===== src/rtl/alu_seq_pkg.sv =====
// Shared definitions for the ALU issue sequencer: opcodes, FSM states and
// the queued command record.
package alu_seq_pkg;

    localparam int unsigned OP_W   = 4;
    localparam int unsigned OPND_W = 4;
    localparam int unsigned RES_W  = 8;

    localparam logic [OP_W-1:0] OP_ADD  = 4'h0;
    localparam logic [OP_W-1:0] OP_SUB  = 4'h1;
    localparam logic [OP_W-1:0] OP_MUL  = 4'h2;
    localparam logic [OP_W-1:0] OP_DIV  = 4'h3;
    localparam logic [OP_W-1:0] OP_AND  = 4'h4;
    localparam logic [OP_W-1:0] OP_OR   = 4'h5;
    localparam logic [OP_W-1:0] OP_XOR  = 4'h6;
    localparam logic [OP_W-1:0] OP_SHL  = 4'h7;
    localparam logic [OP_W-1:0] OP_SHR  = 4'h8;
    localparam logic [OP_W-1:0] OP_SLT  = 4'h9;
    localparam logic [OP_W-1:0] OP_SEQ  = 4'hA;
    localparam logic [OP_W-1:0] ALU_NOP = 4'hF;

    typedef enum logic [1:0] {
        S_IDLE    = 2'd0,
        S_ISSUE   = 2'd1,
        S_CAPTURE = 2'd2,
        S_HOLD    = 2'd3
    } state_t;

    typedef struct packed {
        logic [OP_W-1:0]   op;
        logic [OPND_W-1:0] a;
        logic [OPND_W-1:0] b;
    } cmd_t;

    // Only arithmetic ops produce meaningful carry/overflow flags.
    function automatic logic has_flags(input logic [OP_W-1:0] op);
        return (op == OP_ADD) || (op == OP_SUB);
    endfunction

endpackage


===== src/rtl/alu_cmd_fifo.sv =====
// In-order command FIFO; count, full and empty are registered alongside the
// pointers so downstream logic sees clean flop outputs.
module alu_cmd_fifo
    import alu_seq_pkg::*;
#(
    parameter  int unsigned DEPTH = 4,
    localparam int unsigned PTR_W = (DEPTH > 1) ? $clog2(DEPTH) : 1,
    localparam int unsigned CNT_W = $clog2(DEPTH) + 1
) (
    input  logic             clk,
    input  logic             rst_n,
    input  logic             push,
    input  cmd_t             wdata,
    input  logic             pop,
    output cmd_t             rdata,
    output logic             full,
    output logic             empty,
    output logic [CNT_W-1:0] count
);

    cmd_t             mem [DEPTH];
    logic [PTR_W-1:0] wr_ptr;
    logic [PTR_W-1:0] rd_ptr;
    logic [CNT_W-1:0] count_nxt;
    logic             do_push;
    logic             do_pop;

    assign do_push = push & ~full;
    assign do_pop  = pop & ~empty;
    assign rdata   = mem[rd_ptr];

    always_comb begin
        count_nxt = count;
        if (do_push && !do_pop) begin
            count_nxt = count + CNT_W'(1);
        end else if (!do_push && do_pop) begin
            count_nxt = count - CNT_W'(1);
        end
    end

    always_ff @(posedge clk or negedge rst_n) begin
        if (!rst_n) begin
            wr_ptr <= '0;
            rd_ptr <= '0;
            count  <= '0;
            full   <= 1'b0;
            empty  <= 1'b1;
        end else begin
            if (do_push) wr_ptr <= wr_ptr + PTR_W'(1);
            if (do_pop)  rd_ptr <= rd_ptr + PTR_W'(1);
            count <= count_nxt;
            full  <= (count_nxt == CNT_W'(DEPTH));
            empty <= (count_nxt == '0);
        end
    end

    // Storage needs no reset: entries are only read while count is non-zero.
    always_ff @(posedge clk) begin
        if (do_push) mem[wr_ptr] <= wdata;
    end

endmodule


===== src/rtl/alu_issue_seq.sv =====
// Sequences queued commands through an external registered ALU:
// IDLE -> ISSUE -> CAPTURE -> HOLD, one result held until res_ready.
module alu_issue_seq
    import alu_seq_pkg::*;
#(
    parameter  int unsigned DEPTH = 4,
    localparam int unsigned CNT_W = $clog2(DEPTH) + 1
) (
    input  logic                clk,
    input  logic                rst_n,
    input  logic                cmd_valid,
    output logic                cmd_ready,
    input  logic [OP_W-1:0]     cmd_op,
    input  logic [OPND_W-1:0]   cmd_a,
    input  logic [OPND_W-1:0]   cmd_b,
    output logic [2*OPND_W-1:0] alu_ui,
    output logic [OP_W-1:0]     alu_op,
    input  logic [RES_W-1:0]    alu_result,
    input  logic                alu_carry,
    input  logic                alu_ovf,
    output logic                res_valid,
    input  logic                res_ready,
    output logic [RES_W-1:0]    res_data,
    output logic                res_carry,
    output logic                res_ovf,
    output logic [CNT_W-1:0]    occupancy
);

    state_t              state;
    state_t              state_nxt;
    cmd_t                head;
    cmd_t                wcmd;
    logic                full;
    logic                empty;
    logic                pop;
    logic [2*OPND_W-1:0] ui_nxt;
    logic [OP_W-1:0]     op_nxt;
    logic                flag_en;

    assign cmd_ready = ~full;
    assign wcmd      = '{op: cmd_op, a: cmd_a, b: cmd_b};

    alu_cmd_fifo #(.DEPTH(DEPTH)) u_fifo (
        .clk   (clk),
        .rst_n (rst_n),
        .push  (cmd_valid),
        .wdata (wcmd),
        .pop   (pop),
        .rdata (head),
        .full  (full),
        .empty (empty),
        .count (occupancy)
    );

    always_ff @(posedge clk or negedge rst_n) begin
        if (!rst_n) state <= S_IDLE;
        else        state <= state_nxt;
    end

    always_comb begin
        state_nxt = state;
        pop       = 1'b0;
        case (state)
            S_IDLE:    if (!empty) state_nxt = S_ISSUE;
            S_ISSUE:   state_nxt = S_CAPTURE;
            S_CAPTURE: begin
                pop       = 1'b1;
                state_nxt = S_HOLD;
            end
            S_HOLD:    if (res_ready) state_nxt = empty ? S_IDLE : S_ISSUE;
            default:   state_nxt = S_IDLE;
        endcase
    end

    // ALU drive is registered, so it is loaded on entry into ISSUE.
    always_comb begin
        ui_nxt = '0;
        op_nxt = ALU_NOP;
        if (state_nxt == S_ISSUE) begin
            ui_nxt = {head.a, head.b};
            op_nxt = head.op;
        end
    end

    // Head is still in the FIFO during CAPTURE; it names the op being captured.
    assign flag_en = has_flags(head.op);

    always_ff @(posedge clk or negedge rst_n) begin
        if (!rst_n) begin
            alu_ui    <= '0;
            alu_op    <= ALU_NOP;
            res_valid <= 1'b0;
            res_data  <= '0;
            res_carry <= 1'b0;
            res_ovf   <= 1'b0;
        end else begin
            alu_ui    <= ui_nxt;
            alu_op    <= op_nxt;
            res_valid <= (state_nxt == S_HOLD);
            if (state == S_CAPTURE) begin
                res_data  <= alu_result;
                res_carry <= flag_en & alu_carry;
                res_ovf   <= flag_en & alu_ovf;
            end
        end
    end

endmodule

===== config.mk =====
export PLATFORM = sky130hd
export DESIGN_NAME = alu_issue_seq
export DESIGN_NICKNAME = d
export VERILOG_FILES = /design/src/rtl/alu_seq_pkg.sv /design/src/rtl/alu_cmd_fifo.sv /design/src/rtl/alu_issue_seq.sv
export SDC_FILE = /design/constraint.sdc
export NUM_CORES = 1
export LEC_CHECK = 0
export BUFFER_PORTS_ARGS = -buffer_cell sky130_fd_sc_hd__buf_2
export CAP_MARGIN = 0
export CORE_UTILIZATION = 41
export DETAILED_ROUTE_END_ITERATION = 12
export GPL_ROUTABILITY_DRIVEN = 0
export PLACE_DENSITY = 0.72
export SETUP_SLACK_MARGIN = 0.4
export SLEW_MARGIN = 40
export SYNTH_ARGS = -nofsm -noshare
export SYNTH_HDL_FRONTEND = slang
export SYNTH_SLANG_ARGS = --single-unit

===== constraint.sdc =====
create_clock -name clk -period 1.7 [get_ports clk]
set_clock_uncertainty 0.05 [all_clocks]
set_input_delay 0 -clock clk [delete_from_list [all_inputs] [get_ports clk]]
set_output_delay 0 -clock clk [all_outputs]
set_load 0.005 [all_outputs]

==> reports/metrics.cfg, run 1 <==
[run_status]
run_status = completed

[sta]
finalSetupViolCount = 0
max_freq_ghz = 0.6222
hold_viol = 0
fin_crit_sh = 0.9455
worstMarginPinSlew_ns = 0.4511
fin_hold_ws_ns = 0.1101
rsz0062_at_grt = yes
slew_violations = 0
tns_ns = 0
relSlewSlack = 0.6993
finalCriticalPeriod_ns = 1.607

[global_routing]
grt_usage = 0.1644
grt_overflow = 0
antenna_found_initial = 0
grt_pass1_wl_mm = 9.929
grt_max_degree = 35
grt_pass1_vias = 2053

[synthesis]
yosysSeqAreaShare = 0.7267
ys.flop_type = edfxtp_1
synth_area_per_cell_um2 = 16.47
syn_nets = 224
synth_most_common_cell = edfxtp_1
synth_cell_types = 35
ys_seq_elements = 82
yosys.area.top_type = edfxtp_1
synth_commonest_cells = edfxtp_1, dfrtp_1, nand2_1, mux4_2, nor2b_1
yosysWarnings = 0
synth_area_leaders = edfxtp_1, dfrtp_1, mux4_2
synth_enable_flop_cells = 48
synth_area_um2 = 3163
netlist_instances = 192
synth_top_area_frac = 0.4557
synthArstFlopShare = 0.4146

[flow_run]
cap_violations = 0

[power]
p_switching_uw = 2243
ir_drop_mv = 0.4987
pwr-share-comb = 0.384
power.share.switching = 0.3121
clkPwrFrac = 0.194
power_density_nw_per_um2 = 1648
leakagePower_uw = 0.001796
pwr-share-seq = 0.421
internal-power_uw = 4946

[floorplanning]
start_util = 0.4292
die_area_um2 = 8070
std_cell_rows = 31
die_width_um = 89.84
die_y_um = 89.84
num_io_pins = 53
core-area_um2 = 7370

[finish]
final_nets = 332
fin_cells = 404
drive_above_1_share = 0.4787
area_delta_synth_final_pct = 37.93
antenna_cells = 0
nFillCells = 551
final_cell_area_um2 = 4363

[clock_tree]
clock_sinks = 82
cts_htree_levels = 3
cts_root_buf = clkbuf_8
clockBufferDepth = 2
clk_pin_slew_ns = 0.09
cts_tree = done
clk_latency_ns = 0.33
cts_made_buffers = 9

[route]
drt_iter0_drc = 87
drt-total-wl_mm = 6.337
maxUsedRoutingLayer = met4
via_per_inst = 4.832
drtAntennaViolNets = 0
wl_met2_mm = 3.357
drc_errors = 0
via_count = 1952
dr_wl_met3_um = 235
firstDrtPassIters = 4
wl_per_cell_um = 15.69
m1WireLength_mm = 2.615

[critical_path]
startpoint_type = flop
crit_arrival_ns = 1.81
cp_max_fo = 3
required_ns = 1.90
max_stage_delay_ns = 0.60
crit_type = flop to flop
crit_chain = nor3b_4 -> buf_6 -> buf_4 -> and3_4 -> o21a_4 -> a211oi_2
cp-end-kind = flop
slowest_stage = dfstp_2

[placed_design]
placed_area_um2 = 3587
hpwl_mm = 3.675
dp_cells = 343
port_buffers = 52

[min_path]
min_path_type = input pin to async pin

## kinds of logic (layout without fill, tap and decap cells)
group | after synthesis | after routing | share of synthesized area
flops | 82 | 82 | 0.7267
compound gates | 11 | 11 | 0.02730
buf+inv | 13 | 122 | 0.01859
mux | 12 | 12 | 0.08544
fa+ha+maj | 6 | 6 | 0.02373
xor+xnor | 4 | 4 | 0.01108
simple gates | 64 | 68 | 0.1072
## cell usage in the layout (no fill, tap or decap), types with 2 or more instances in the layout
cell and instances:
a22o_1 2, and2_4 9, buf_2 51, buf_4 19
buf_6 6, clkbuf_8 9, clkinvlp_4 2, dfrtp_1 26
dfrtp_2 3, dfstp_2 5, dlygate4sd3_1 24, edfxtp_1 48
ha_1 5, inv_1 5, mux4_2 12, nand2_1 26
nor2_1 4, nor2b_1 5, nor2b_4 5, nor3b_4 2
or3_1 3, xnor2_1 3
## area by class of cell
cell class | instances | area (um2) | share of cell area
clock buffer | 9 | 123.9 | 0.02839
clock inverter | 7 | 77.57 | 0.01778
inverter | 5 | 18.77 | 0.004302
multi-input combinational | 101 | 996.0 | 0.2283
sequential | 82 | 2302 | 0.5277
tap | 99 | 123.9 | 0.02839
timing repair buffer | 101 | 720.7 | 0.1652
## worst paths after layout
path                       cells after the start          from  slack [ns]               to
max                                            6  u_fifo.empty        0.09      u_fifo.full
min                                            2         rst_n        0.11      res_data[5]
max reg2reg                                    6  u_fifo.empty        0.09      u_fifo.full
min reg2reg                                    2   res_data[4]        0.42      res_data[4]
max in group asynchronous                      2         rst_n        1.13        alu_op[0]
min in group clk                               6     cmd_valid        0.21  u_fifo.count[1]
## worst max-delay path, delay by kind of cell, from the launching register on
kind,cells,cell delay (ns)
compound gates,2,0.40
buf+inv,2,0.25
simple gates,2,0.23
flops,1,0.60
## power groups by stage
stage	sequential [uW]	clock (uW)	combinational [uW]
final	3030	1400	2760
after global routing	3090	1520	2990
after CTS	3030	1430	2530
after detailed placement	3100	0	2000
after global placement	3080	0	1940
after floorplan	3040	0	1370
## registers in the layout, summed over array words and instances, names as in the netlist
signal and count:
state 2, res_data 8, res_carry 1, u_fifo.wr_ptr 2
alu_op 4, u_fifo.mem 48, res_valid 1, u_fifo.full 1
u_fifo.count 3, u_fifo.empty 1, res_ovf 1, u_fifo.rd_ptr 2
alu_ui 8
## through the flow
step	utilization	setup WS (ns)	power, uW
CTS	0.5773	0.1230	6989
global placement	0.4868	0.05980	5015
floorplan	-	0.1463	4406
global route	0.5920	0.01981	7601
finish	0.5920	0.09269	7189
detailed placement	0.4868	-0.007238	5098
## routing by layer
metal,vias up,global-route usage
li1,915,-
met1,970,0.1828
met2,57,0.2872
met3,10,0.04230
met4,0,0.09153
met5,-,0
## repair_timing
item                                    in CTS  in global routing
gates cloned                                 4                  0
pin swaps                                   14                  7
endpoints found under the setup margin      71                 78
endpoints found under the hold margin       89                  0
buffers inserted                            14                  3
resized for setup                           29                 22
hold buffers                                24                  0
(Power assumes the default switching activity.)
==> inputs of run 2 (changes only) <==
--- a/config.mk
+++ b/config.mk
@@ -7,8 +7,9 @@
 export LEC_CHECK = 0
 export BUFFER_PORTS_ARGS = -buffer_cell sky130_fd_sc_hd__buf_2
-export CAP_MARGIN = 0
+export CAP_MARGIN = 10
 export CORE_UTILIZATION = 41
 export DETAILED_ROUTE_END_ITERATION = 12
 export GPL_ROUTABILITY_DRIVEN = 0
+export GPL_TIMING_DRIVEN = 1
 export PLACE_DENSITY = 0.72
 export SETUP_SLACK_MARGIN = 0.4
==> constraint.sdc (replaced) <==
create_clock -name clk -period 1.7 [get_ports clk]
set_clock_uncertainty 0.05 [all_clocks]
set_input_delay 0.34 -clock clk [delete_from_list [all_inputs] [get_ports clk]]
set_output_delay 0.34 -clock clk [all_outputs]
set_load 0.005 [all_outputs]
==> reports/metrics.cfg, run 2 (same netlist as run 1, synthesis figures left out) <==
[clock_tree]
clk_latency_ns = 0.34
cts_root_buf = clkbuf_8
cts_htree_levels = 3
cts_tree = done
clock_sinks = 82
cts_made_buffers = 9
clk_pin_slew_ns = 0.09
clockBufferDepth = 2

[sta]
rsz0062_at_grt = yes
fin_crit_sh = 0.9398
finalSetupViolCount = 0
max_freq_ghz = 0.6259
tns_ns = 0
worstMarginPinSlew_ns = 0.4391
finalCriticalPeriod_ns = 1.598
relSlewSlack = 0.7073
slew_violations = 0
setup_slack_ns = 0.1024
hold_viol = 0

[placed_design]
port_buffers = 52
hpwl_mm = 3.611
post-place-ws_ns = -0.01751
dp_cells = 343

[critical_path]
crit_chain = mux4_2 -> nor4_4 -> a22o_1
required_ns = 1.94
slowest_stage = mux4_2
reg2regPathDepth = 3
startpoint_type = flop
timing.rr.end = res_ovf
crit_type = flop to flop
cp-end-kind = flop
cp_max_fo = 7
r2r-start = u_fifo.rd_ptr[0]
path_depth = 3
critical_path.top_delay_family = multiplexers
max_stage_delay_ns = 0.56
r2r_slack_ns = 0.10
crit_arrival_ns = 1.84
path_buf_inv = 0

[finish]
antenna_cells = 0
largestRegisters = u_fifo.mem (48), alu_ui (8), res_data (8)
fin_util = 0.5543
regMostFlops = u_fifo.mem
largest_register_ffs = 48
mostFrequentLayoutCells = buf_2, edfxtp_1, nand2_1
fin_cells = 380
nFillCells = 559
layout_commonest_cell = buf_2
final_nets = 308
area_delta_synth_final_pct = 29.15
drive_above_1_share = 0.4982

[route]
drt-total-wl_mm = 6.004
via_per_inst = 4.932
drc_errors = 0
wl_per_cell_um = 15.80
drtAntennaViolNets = 0
drt_iter0_drc = 71
via_count = 1874
firstDrtPassIters = 4

[global_routing]
grt_pass1_wl_mm = 9.729
antenna_found_initial = 0
grt_usage = 0.1606
grt_pass1_vias = 1896
grt_overflow = 0
grt_max_degree = 35

[floorplanning]
start_util = 0.4292
num_io_pins = 53
die_y_um = 89.84
core-area_um2 = 7370
die_area_um2 = 8070
std_cell_rows = 31
die_width_um = 89.84

[power]
leakagePower_uw = 0.001677
power_density_nw_per_um2 = 1740
ir_drop_mv = 0.5495

[min_path]
holdPathStages = 3
min_path_type = input pin to flop
min_from = alu_result[7]
holdPathEnd = res_data[7]

[run_status]
run_status = completed

[flow_run]
cap_violations = 0

==> run 2: cell types whose count changed in the layout (fill, tap and decap cells not counted), sizes merged <==
| cell | before | now |
|---|---|---|
| inv | 7 | 9 |
| clkinv | 2 | 0 |
| dlygate4sd3 | 24 | 1 |
| buf | 77 | 76 |
==> run 2: tightest hold or removal path: stages <==
cell and delay, ns:
buf_2 0.08, nand2_1 0.04, nand2_1 0.05
==> run 2: area by class of cell <==
cell class | count | area, um2 | share of cell area
Multi-Input combinational cell | 101 | 935.9 | 0.2291
Tap cell | 99 | 123.9 | 0.03032
Clock buffer | 9 | 123.9 | 0.03032
Inverter | 5 | 18.77 | 0.004594
Clock inverter | 7 | 82.58 | 0.02021
Sequential cell | 82 | 2305 | 0.5642
Timing Repair Buffer | 77 | 495.5 | 0.1213
==> run 2: routing by layer <==
metal,GRT usage,part of all wire,vias to the layer above
li1,-,-,871
met1,0.1876,0.40,931
met2,0.2750,0.52,63
met3,0.04399,0.049,9
met4,0.07514,0.021,0
met5,0,0,-
==> run 2: through the flow <==
| step | power [uW] | area (um2) | hold slack, ns |
|---|---|---|---|
| 6_report | 7106 | 4085 | 0.1286 |
| 5_1_grt | 7517 | 4085 | 0.1226 |
| 4_1_cts | 7005 | 4019 | 0.1232 |
| 3_5_place_dp | 5082 | 3587 | 0.3580 |
| 3_3_place_gp | 5004 | 3587 | 0.3544 |
| 2_1_floorplan | 4406 | 3202 | -0.005591 |
==> run 2: where the power goes <==
| group | switching, uW | internal [uW] |
|---|---|---|
| Sequential | 295 | 2750 |
| Clock | 742 | 704 |
| Combinational | 1180 | 1440 |
| Total | 2210 | 4890 |
==> run 2: repair_timing <==
item,CTS,global route
gates resized for setup,31,8
pin swaps,13,2
setup endpoints to repair,73,87
setup buffers,12,4
cloned,4,0
hold buffers,1,0
endpoints found under the hold margin,29,0
==> run 2: worst max path at each step <==
stage,from,end,slack [ns]
4_1_cts,u_fifo.rd_ptr[0],res_ovf,0.13
3_5_place_dp,u_fifo.rd_ptr[0],res_ovf,-0.02
2_1_floorplan,u_fifo.empty,u_fifo.full,0.15
6_report,u_fifo.rd_ptr[0],res_ovf,0.10
5_1_grt,u_fifo.rd_ptr[0],res_ovf,0.01
3_3_place_gp,u_fifo.rd_ptr[0],res_ovf,0.06
